`src/rtl/solver_feeder.sv`:
```
// Host-side feeder for one solver: loads config and c limbs, pulses start, returns the iteration count.
// Define SOLVER_FEEDER_TIMEOUT_EN to add a watchdog with res_timeout/solver_abort ports.
module solver_feeder #(
  parameter int LIMB_INDEX_BITS = 6,
  parameter int LIMB_BITS       = 32,
  parameter int TIMEOUT_CYCLES  = 2**20
) (
  input  logic                       clock,
  input  logic                       reset,
  input  logic                       job_valid,
  output logic                       job_ready,
  input  logic [15:0]                job_id,
  input  logic [LIMB_INDEX_BITS-1:0] job_num_limbs,
  input  logic [15:0]                job_iter_lim,
  input  logic                       limb_valid,
  output logic                       limb_ready,
  input  logic [LIMB_BITS-1:0]       limb_re,
  input  logic [LIMB_BITS-1:0]       limb_im,
  output logic                       wr_real_en,
  output logic                       wr_imag_en,
  output logic [LIMB_INDEX_BITS-1:0] wr_ind,
  output logic [LIMB_BITS-1:0]       wr_data_re,
  output logic [LIMB_BITS-1:0]       wr_data_im,
  output logic                       wr_num_limbs_en,
  output logic [LIMB_INDEX_BITS-1:0] num_limbs_data,
  output logic                       wr_iter_lim_en,
  output logic [15:0]                iter_lim_data,
  output logic                       start,
  input  logic                       out_ready,
  input  logic [15:0]                iteration_count,
  output logic                       res_valid,
  input  logic                       res_ready,
  output logic [15:0]                res_id,
  output logic [15:0]                res_count
`ifdef SOLVER_FEEDER_TIMEOUT_EN
  ,
  output logic                       res_timeout,
  output logic                       solver_abort
`endif
);

  typedef enum logic [2:0] {IDLE, CFG, LIMBS, START, HOLD, RUN, RESULT} state_t;

  state_t                     state_q, state_d;
  logic                       job_ready_q, job_ready_d;
  logic                       limb_ready_q, limb_ready_d;
  logic [15:0]                job_id_q, job_id_d;
  logic [LIMB_INDEX_BITS-1:0] limb_cnt_q, limb_cnt_d;
  logic [15:0]                cap_count_q, cap_count_d;
  logic                       wr_en_q, wr_en_d;
  logic [LIMB_INDEX_BITS-1:0] wr_ind_q, wr_ind_d;
  logic [LIMB_BITS-1:0]       wr_data_re_q, wr_data_re_d;
  logic [LIMB_BITS-1:0]       wr_data_im_q, wr_data_im_d;
  logic                       cfg_en_q, cfg_en_d;
  logic [LIMB_INDEX_BITS-1:0] num_limbs_q, num_limbs_d;
  logic [15:0]                iter_lim_q, iter_lim_d;
  logic                       start_q, start_d;
  logic                       res_valid_q, res_valid_d;
  logic [15:0]                res_id_q, res_id_d;
  logic [15:0]                res_count_q, res_count_d;

`ifdef SOLVER_FEEDER_TIMEOUT_EN
  localparam logic [31:0] TIMEOUT_LAST = 32'(TIMEOUT_CYCLES - 1);
  logic [31:0] timer_q, timer_d;
  logic        cap_timeout_q, cap_timeout_d;
  logic        res_timeout_q, res_timeout_d;
  logic        abort_q, abort_d;
`endif

  always_comb begin
    state_d      = state_q;
    job_id_d     = job_id_q;
    limb_cnt_d   = limb_cnt_q;
    cap_count_d  = cap_count_q;
    wr_en_d      = 1'b0;
    wr_ind_d     = wr_ind_q;
    wr_data_re_d = wr_data_re_q;
    wr_data_im_d = wr_data_im_q;
    cfg_en_d     = 1'b0;
    num_limbs_d  = num_limbs_q;
    iter_lim_d   = iter_lim_q;
    start_d      = 1'b0;
    res_valid_d  = res_valid_q & ~res_ready;
    res_id_d     = res_id_q;
    res_count_d  = res_count_q;
`ifdef SOLVER_FEEDER_TIMEOUT_EN
    timer_d       = timer_q;
    cap_timeout_d = cap_timeout_q;
    res_timeout_d = res_timeout_q;
    abort_d       = 1'b0;
`endif
    case (state_q)
      IDLE: begin
        if (job_valid) begin
          job_id_d    = job_id;
          num_limbs_d = job_num_limbs;
          // A zero limit would make the solver count down through 65535.
          iter_lim_d  = (job_iter_lim == 16'd0) ? 16'd1 : job_iter_lim;
          cfg_en_d    = 1'b1;
          state_d     = CFG;
        end
      end
      CFG: begin
        limb_cnt_d = '0;
        state_d    = LIMBS;
      end
      LIMBS: begin
        if (limb_valid) begin
          wr_en_d      = 1'b1;
          wr_ind_d     = limb_cnt_q;
          wr_data_re_d = limb_re;
          wr_data_im_d = limb_im;
          limb_cnt_d   = limb_cnt_q + 1'b1;
          if (limb_cnt_q == num_limbs_q) state_d = START;
        end
      end
      START: begin
        start_d = 1'b1;
`ifdef SOLVER_FEEDER_TIMEOUT_EN
        timer_d = '0;
`endif
        state_d = HOLD;
      end
      HOLD: begin
        // out_ready still shows the previous idle level while start is on the wire.
`ifdef SOLVER_FEEDER_TIMEOUT_EN
        timer_d = timer_q + 32'd1;
`endif
        state_d = RUN;
      end
      RUN: begin
`ifdef SOLVER_FEEDER_TIMEOUT_EN
        timer_d = timer_q + 32'd1;
`endif
        if (out_ready) begin
          cap_count_d = iteration_count;
`ifdef SOLVER_FEEDER_TIMEOUT_EN
          cap_timeout_d = 1'b0;
`endif
          state_d = RESULT;
        end
`ifdef SOLVER_FEEDER_TIMEOUT_EN
        else if (timer_q >= TIMEOUT_LAST) begin
          abort_d       = 1'b1;
          cap_count_d   = 16'hFFFF;
          cap_timeout_d = 1'b1;
          state_d       = RESULT;
        end
`endif
      end
      RESULT: begin
        if (!res_valid_q || res_ready) begin
          res_valid_d = 1'b1;
          res_id_d    = job_id_q;
          res_count_d = cap_count_q;
`ifdef SOLVER_FEEDER_TIMEOUT_EN
          res_timeout_d = cap_timeout_q;
`endif
          state_d = IDLE;
        end
      end
      default: state_d = IDLE;
    endcase
    job_ready_d  = (state_d == IDLE);
    limb_ready_d = (state_d == LIMBS);
  end

  always_ff @(posedge clock) begin
    if (reset) begin
      state_q      <= IDLE;
      job_ready_q  <= 1'b0;
      limb_ready_q <= 1'b0;
      job_id_q     <= '0;
      limb_cnt_q   <= '0;
      cap_count_q  <= '0;
      wr_en_q      <= 1'b0;
      wr_ind_q     <= '0;
      wr_data_re_q <= '0;
      wr_data_im_q <= '0;
      cfg_en_q     <= 1'b0;
      num_limbs_q  <= '0;
      iter_lim_q   <= '0;
      start_q      <= 1'b0;
      res_valid_q  <= 1'b0;
      res_id_q     <= '0;
      res_count_q  <= '0;
    end else begin
      state_q      <= state_d;
      job_ready_q  <= job_ready_d;
      limb_ready_q <= limb_ready_d;
      job_id_q     <= job_id_d;
      limb_cnt_q   <= limb_cnt_d;
      cap_count_q  <= cap_count_d;
      wr_en_q      <= wr_en_d;
      wr_ind_q     <= wr_ind_d;
      wr_data_re_q <= wr_data_re_d;
      wr_data_im_q <= wr_data_im_d;
      cfg_en_q     <= cfg_en_d;
      num_limbs_q  <= num_limbs_d;
      iter_lim_q   <= iter_lim_d;
      start_q      <= start_d;
      res_valid_q  <= res_valid_d;
      res_id_q     <= res_id_d;
      res_count_q  <= res_count_d;
    end
  end

`ifdef SOLVER_FEEDER_TIMEOUT_EN
  always_ff @(posedge clock) begin
    if (reset) begin
      timer_q       <= '0;
      cap_timeout_q <= 1'b0;
      res_timeout_q <= 1'b0;
      abort_q       <= 1'b0;
    end else begin
      timer_q       <= timer_d;
      cap_timeout_q <= cap_timeout_d;
      res_timeout_q <= res_timeout_d;
      abort_q       <= abort_d;
    end
  end

  assign res_timeout  = res_timeout_q;
  assign solver_abort = abort_q;
`endif

  assign job_ready       = job_ready_q;
  assign limb_ready      = limb_ready_q;
  assign wr_real_en      = wr_en_q;
  assign wr_imag_en      = wr_en_q;
  assign wr_ind          = wr_ind_q;
  assign wr_data_re      = wr_data_re_q;
  assign wr_data_im      = wr_data_im_q;
  assign wr_num_limbs_en = cfg_en_q;
  assign wr_iter_lim_en  = cfg_en_q;
  assign num_limbs_data  = num_limbs_q;
  assign iter_lim_data   = iter_lim_q;
  assign start           = start_q;
  assign res_valid       = res_valid_q;
  assign res_id          = res_id_q;
  assign res_count       = res_count_q;

endmodule

```
`config.mk`:
```
export PLATFORM = sky130hd
export DESIGN_NAME = solver_feeder
export DESIGN_NICKNAME = d
export VERILOG_FILES = /design/src/rtl/solver_feeder.sv
export SDC_FILE = /design/constraint.sdc
export NUM_CORES = 1
export LEC_CHECK = 0
export ABC_AREA = 1
export BUFFER_PORTS_ARGS = -buffer_cell sky130_fd_sc_hd__buf_4
export CORE_MARGIN = 2
export CORE_UTILIZATION = 49
export CTS_BUF_LIST = sky130_fd_sc_hd__clkbuf_8
export CTS_CLUSTER_SIZE = 8
export DETAILED_ROUTE_END_ITERATION = 8
export PLACE_DENSITY = 0.81
export SYNTH_ARGS = -nofsm -noshare
export SYNTH_HDL_FRONTEND = slang
export SYNTH_SLANG_ARGS = --single-unit
export TNS_END_PERCENT = 50
```
`constraint.sdc`:
```
create_clock -name clock -period 1.5 [get_ports clock]
set_input_delay 0.225 -clock clock [delete_from_list [all_inputs] [get_ports clock]]
set_output_delay 0.225 -clock clock [all_outputs]
set_load 0.02 [all_outputs]
```
Yosys cells after proc, flatten, opt, wreduce, memory -nomap -nowiden
Cells that the tools add are included.
{ "classes": {"n_lt_le_gt_ge": 0, "mul": 0, "eq_ne": 9, "reduce_logical": 13, "muxes": 14, "bitwise": 4, "n_addsub": 1, "div": 0, "n_shift": 0} }
{ "ops": {"columns": ["op", "count"], "rows": [
  ["$pmux 3 s7", 1],
  ["$logic_not 16->1", 1],
  ["$mux 16", 1],
  ["$mux 3", 5],
  ["$pmux 6 s2", 1],
  ["$reduce_and 2->1", 5],
  ["$eq 3x2->1 const B", 3],
  ["$eq 3x3->1 const B", 3],
  ["$add 6x1->6 const B", 1],
  ["$eq 6x6->1", 1],
  ["$logic_not 3->1", 2],
  ["$mux 6", 1],
  ["$mux 1", 5],
  ["$reduce_or 2->1", 2],
  ["$eq 3x1->1 const B", 1],
  ["$not 1->1", 3],
  ["$ne 2x2->1 const B", 1],
  ["$reduce_bool 2->1", 1],
  ["$and 1x1->1", 1],
  ["$logic_not 1->1", 1],
  ["$logic_or 1x1->1", 1]
]} }
{ "totals": {"latchBits": 0, "register_bits": 171, "ramBits": 0, "in_bits": 124, "n_memories": 0, "out_inout_bits": 132, "word_cells": 58, "mem_bits_ro": 0} }

Longest topological paths before layout
{ "logic_depth": {"ltp_word": 5, "ltp_mapped": 9, "depth_no_buf": 9} }

Worst setup path before layout
No wires, ideal clock.
{ "synth_timing": {"kind": "flip-flop to flip-flop", "startpoint": "register res_valid_q (netlist: res_valid)", "endpoint": "register res_count_q[0] (netlist: res_count[0])", "required_ns": 1.387, "path_stages_with_launch": 8, "path_buffers": 2, "setup_slack_ns": 0.214, "synth_period_minus_slack_ns": 1.286, "setup_time_ns": 0.113, "arrival_time_ns": 1.173, "path_cell_list": "dfxtp_1 > inv_1 > nor2_1 > nor2_4 > buf_6 > buf_6 > o21ai_1 > nor2_1"} }
{ "synth_via": {"elab_chain_len": 3} }
{ "synth_rtl": {"columns": ["element", "line", "source"], "rows": [
  ["start: declaration", "58", "logic res_valid_q, res_valid_d;"],
  ["start signal: assignment", "202", "res_valid_q <= res_valid_d;"],
  ["$logic_not 1->1", "152", "if (!res_valid_q || res_ready) begin"],
  ["$logic_or 1x1->1", "152", null],
  ["$reduce_and 2->1 (no source line)", null, null],
  ["end signal: assignment", "204", "res_count_q <= res_count_d;"],
  ["end: declaration", "60", "logic [15:0] res_count_q, res_count_d;"]
]} }
Every way passes these cells.
A chain may end at the register's enable or synchronous reset.

Worst setup path in the final report
{ "layout_timing": {"startpoint": "register state_q[0]", "endpoint": "register job_id_q[5]"} }
{ "layout_via": {"elab_chain_len": 2} }
{ "layout_rtl": {"columns": ["element", "line", "source"], "rows": [
  ["start: declaration", "44", "state_t state_q, state_d;"],
  ["start signal: assignment", "188", "state_q <= state_d;"],
  ["$logic_not 3->1", "92", "case (state_q)"],
  ["$reduce_and 2->1 (no source line)", null, null],
  ["end signal: assignment", "191", "job_id_q <= job_id_d;"],
  ["end: declaration", "47", "logic [15:0] job_id_q, job_id_d;"]
]} }
Every way passes these cells.

==> flow_metrics.tcl <==
set metrics [dict create \
    grt_max_degree 53 \
    ys_ff_latch 171 \
    critical_path.max_stage_delay_ps 340 \
    p_switching_mw 2.51 \
    register_area_mm2 0.00342 \
    dp_hpwl_um 11500 \
    dieHeight_um 116 \
    worstSetupStartpoint "state_q[0]" \
    hold_start "job_iter_lim[5]" \
    crit_required_ps 1830 \
    clock_latency_ps 450 \
    worst_pin_slew_ps 314 \
    hold-worst-slack_ps 29.9 \
    yosys.area.top_type "dfxtp_1" \
    power_density_mw_per_mm2 1080 \
    setup_violations 0 \
    finClkSkew_ps 7.05 \
    min_path_type "input port to register" \
    route.top_layer_used "met4" \
    layout_min_cycle_time_ps 1380 \
    critPathCaptureType "register" \
    rows 40 \
    gp_congestion 0.788 \
    wl_per_cell_um 13.4 \
    crit_type "register to register" \
    synth_nets 908 \
    leakagePower_nw 4.10 \
    multiInputGateArea_mm2 0.00228 \
    async_flop_share 0 \
    die_area_mm2 0.0135 \
    grt_pass1_wl_um 25300 \
    slew_violations 0 \
    max_freq_mhz 723 \
    grt_pass1_vias 5316 \
    drt-pass1-iter-count 4 \
    cap_violations 0 \
    cp_max_fo 38 \
    synth.most_common_cell "nor2_1" \
    synthCells 783 \
    power_frac_comb 0.167 \
    vias_per_cell 4.83 \
    final_layout_size_suffix_gt1_frac 0.298 \
    wl_um 16400 \
    cts_tree "built" \
    antenna_found_initial 0 \
    fin_crit_sh 0.922 \
    numCtsBuffers 17 \
    slew_headroom 0.791 \
    crit_family "simple AND/OR/NAND/NOR gates" \
    power_frac_clock 0.318 \
    cpMaxStageDelayCell "dfxtp_1" \
    p_seq_frac 0.515 \
    synth_ff_type "dfxtp_1" \
    grt.overflow.total 0 \
    reg2reg_depth 7 \
    fin_nets 1170 \
    start_util 0.507 \
    reg2reg_to "job_id_q[5]" \
    synthTopCellsByArea "dfxtp_1, nor2_1, o21ai_0, a21oi_1, inv_1" \
    wl_met3_um 1430 \
    vias 5922 \
    area.growth.synth_to_final_pct 43.4 \
    avgSynthCellArea_um2 7.87 \
    synth_warnings 0 \
    n_antenna_cell 0 \
    root_buffer "clkbuf_8" \
    post_synth_instance_area_mm2 0.00616 \
    reg2reg_from "state_q[0]" \
    cts-htree-levels 4 \
    cp_cell_sequence "nor2_1, nand2_1, nor2_4, inv_2, buf_12, o21ai_0, a21oi_1" \
    die_x_um 116 \
    ys_types 25 \
    cp-start-kind "register" \
    reg2reg_slack_ps 120 \
    fin_setup_tns_ps 0 \
    path_clk_slew_ps 80 \
    synth_common_cells "nor2_1, dfxtp_1, o21ai_0" \
    status "finished clean" \
    p_sw_frac 0.263 \
    clk_path_buf_depth 2 \
    internal_power_mw 7.04 \
    hold_path_depth 3 \
    io_pins 256 \
    cts_sinks 171 \
    wl_met2_um 7710 \
    ir_drop_mv 0.702 \
    drc 0 \
    dr.first_iter.drc_count 382 \
    synth_edf_count 0 \
    holdPathEnd "iter_lim_data[5]" \
    yosysSeqAreaShare 0.556 \
    wl_met1_um 6820 \
    nFillCells 978 \
    cp.buffers_inverters 2 \
    track_usage 0.240 \
    grt_setup_unrepaired "yes" \
    cp.arrival_ps 1720 \
    core-area_mm2 0.0122 \
    final_antenna_net_count 0 \
    hold_viol_final 0 \
    synth_top_area_frac 0.556 \
    port_buffers 255 \
]
==> state kept, by name, summed over array words and instances (netlist names) <==
signal          flops
res_id             16
wr_data_re         32
num_limbs_data      6
res_valid           1
wr_ind              6
cap_count_q        16
state_q             3
job_id_q           16
start               1
limb_ready          1
job_ready           1
iter_lim_data      16
limb_cnt_q          6
wr_imag_en          1
wr_data_im         32
res_count          16
wr_iter_lim_en      1
==> worst max-delay path by stage <==
stage          slack, ps              to  cells after the start
2_1_floorplan        210    res_count[0]                      7
3_3_place_gp         180      limb_ready                      8
3_5_place_dp         140     job_id_q[5]                      7
4_1_cts              110  wr_data_re[12]                      6
5_1_grt              -20  wr_data_re[19]                      7
6_report             120     job_id_q[5]                      7
==> tightest hold or removal path: cells and delay by family <==
kind,cells,cell delay (ps)
buffers and inverters,2,110
AOI/OAI and AO/OA,1,100
==> power by group through the flow <==
stage / clock network, mW / logic, mW / registers (mW)
global placement: 0 / 1.53 / 5.01
floorplan: 0 / 0.577 / 5.24
detailed placement: 0 / 1.55 / 5.02
CTS: 3.12 / 1.59 / 4.92
global route: 3.28 / 1.75 / 4.95
finish: 3.03 / 1.60 / 4.92
==> layer usage <==
layer,track usage,vias up
met5,0,-
met2,0.389,210
met4,0.115,0
met1,0.284,2638
met3,0.0872,39
li1,-,3035
==> per-stage QoR <==
step / area (um^2) / setup WS (ps) / total power, mW / instances / utilization
after floorplan: 6160 / 214 / 5.82 / 783 / -
after global placement: 8250 / 177 / 6.54 / 1173 / 0.678
after detailed placement: 8250 / 136 / 6.57 / 1173 / 0.678
after CTS: 8810 / 114 / 9.63 / 1224 / 0.725
after global routing: 8830 / -17.8 / 9.98 / 1226 / 0.726
final: 8830 / 117 / 9.54 / 1226 / 0.726
==> what timing repair did <==
item / in CTS / in global routing
endpoints found under the setup margin: 0 / 10
resized for setup: 0 / 5
hold endpoints to repair: 19 / 1
setup buffers: 0 / 1
hold buffers: 19 / 1
==> layout make-up <==
| class | instances | share of cell area |
|---|---|---|
| Sequential cell | 171 | 0.387 |
| Timing Repair Buffer | 292 | 0.265 |
| Multi-Input combinational cell | 509 | 0.258 |
| Clock buffer | 22 | 0.0343 |
| Tap cell | 168 | 0.0238 |
| Inverter | 54 | 0.0232 |
| Clock inverter | 10 | 0.00836 |
==> layout by cell type (no fill, tap or decap), drive strengths merged <==
master	count
clkinvlp	1
dfxtp	171
a22oi	3
dlygate4sd3	20
o21bai	1
nand2	48
bufinv	1
clkbuf	22
a21oi	52
ha	1
nor3	3
inv	57
nand3b	1
nand4	2
nand3	10
o21a	1
o21ai	153
nor2	229
xor2	2
xnor2	3
clkinv	5
buf	272
==> kinds of logic after synthesis <==
kind of cell | Yosys count | share of synthesized area
adder cells (fa/ha/maj) | 1 | 0.00203
flip-flops | 171 | 0.556
buffers and inverters | 103 | 0.0753
AO/OA/AOI/OAI | 210 | 0.173
XOR/XNOR | 5 | 0.00711
AND/OR/NAND/NOR | 293 | 0.187
Power figures use the tool's default switching activity.
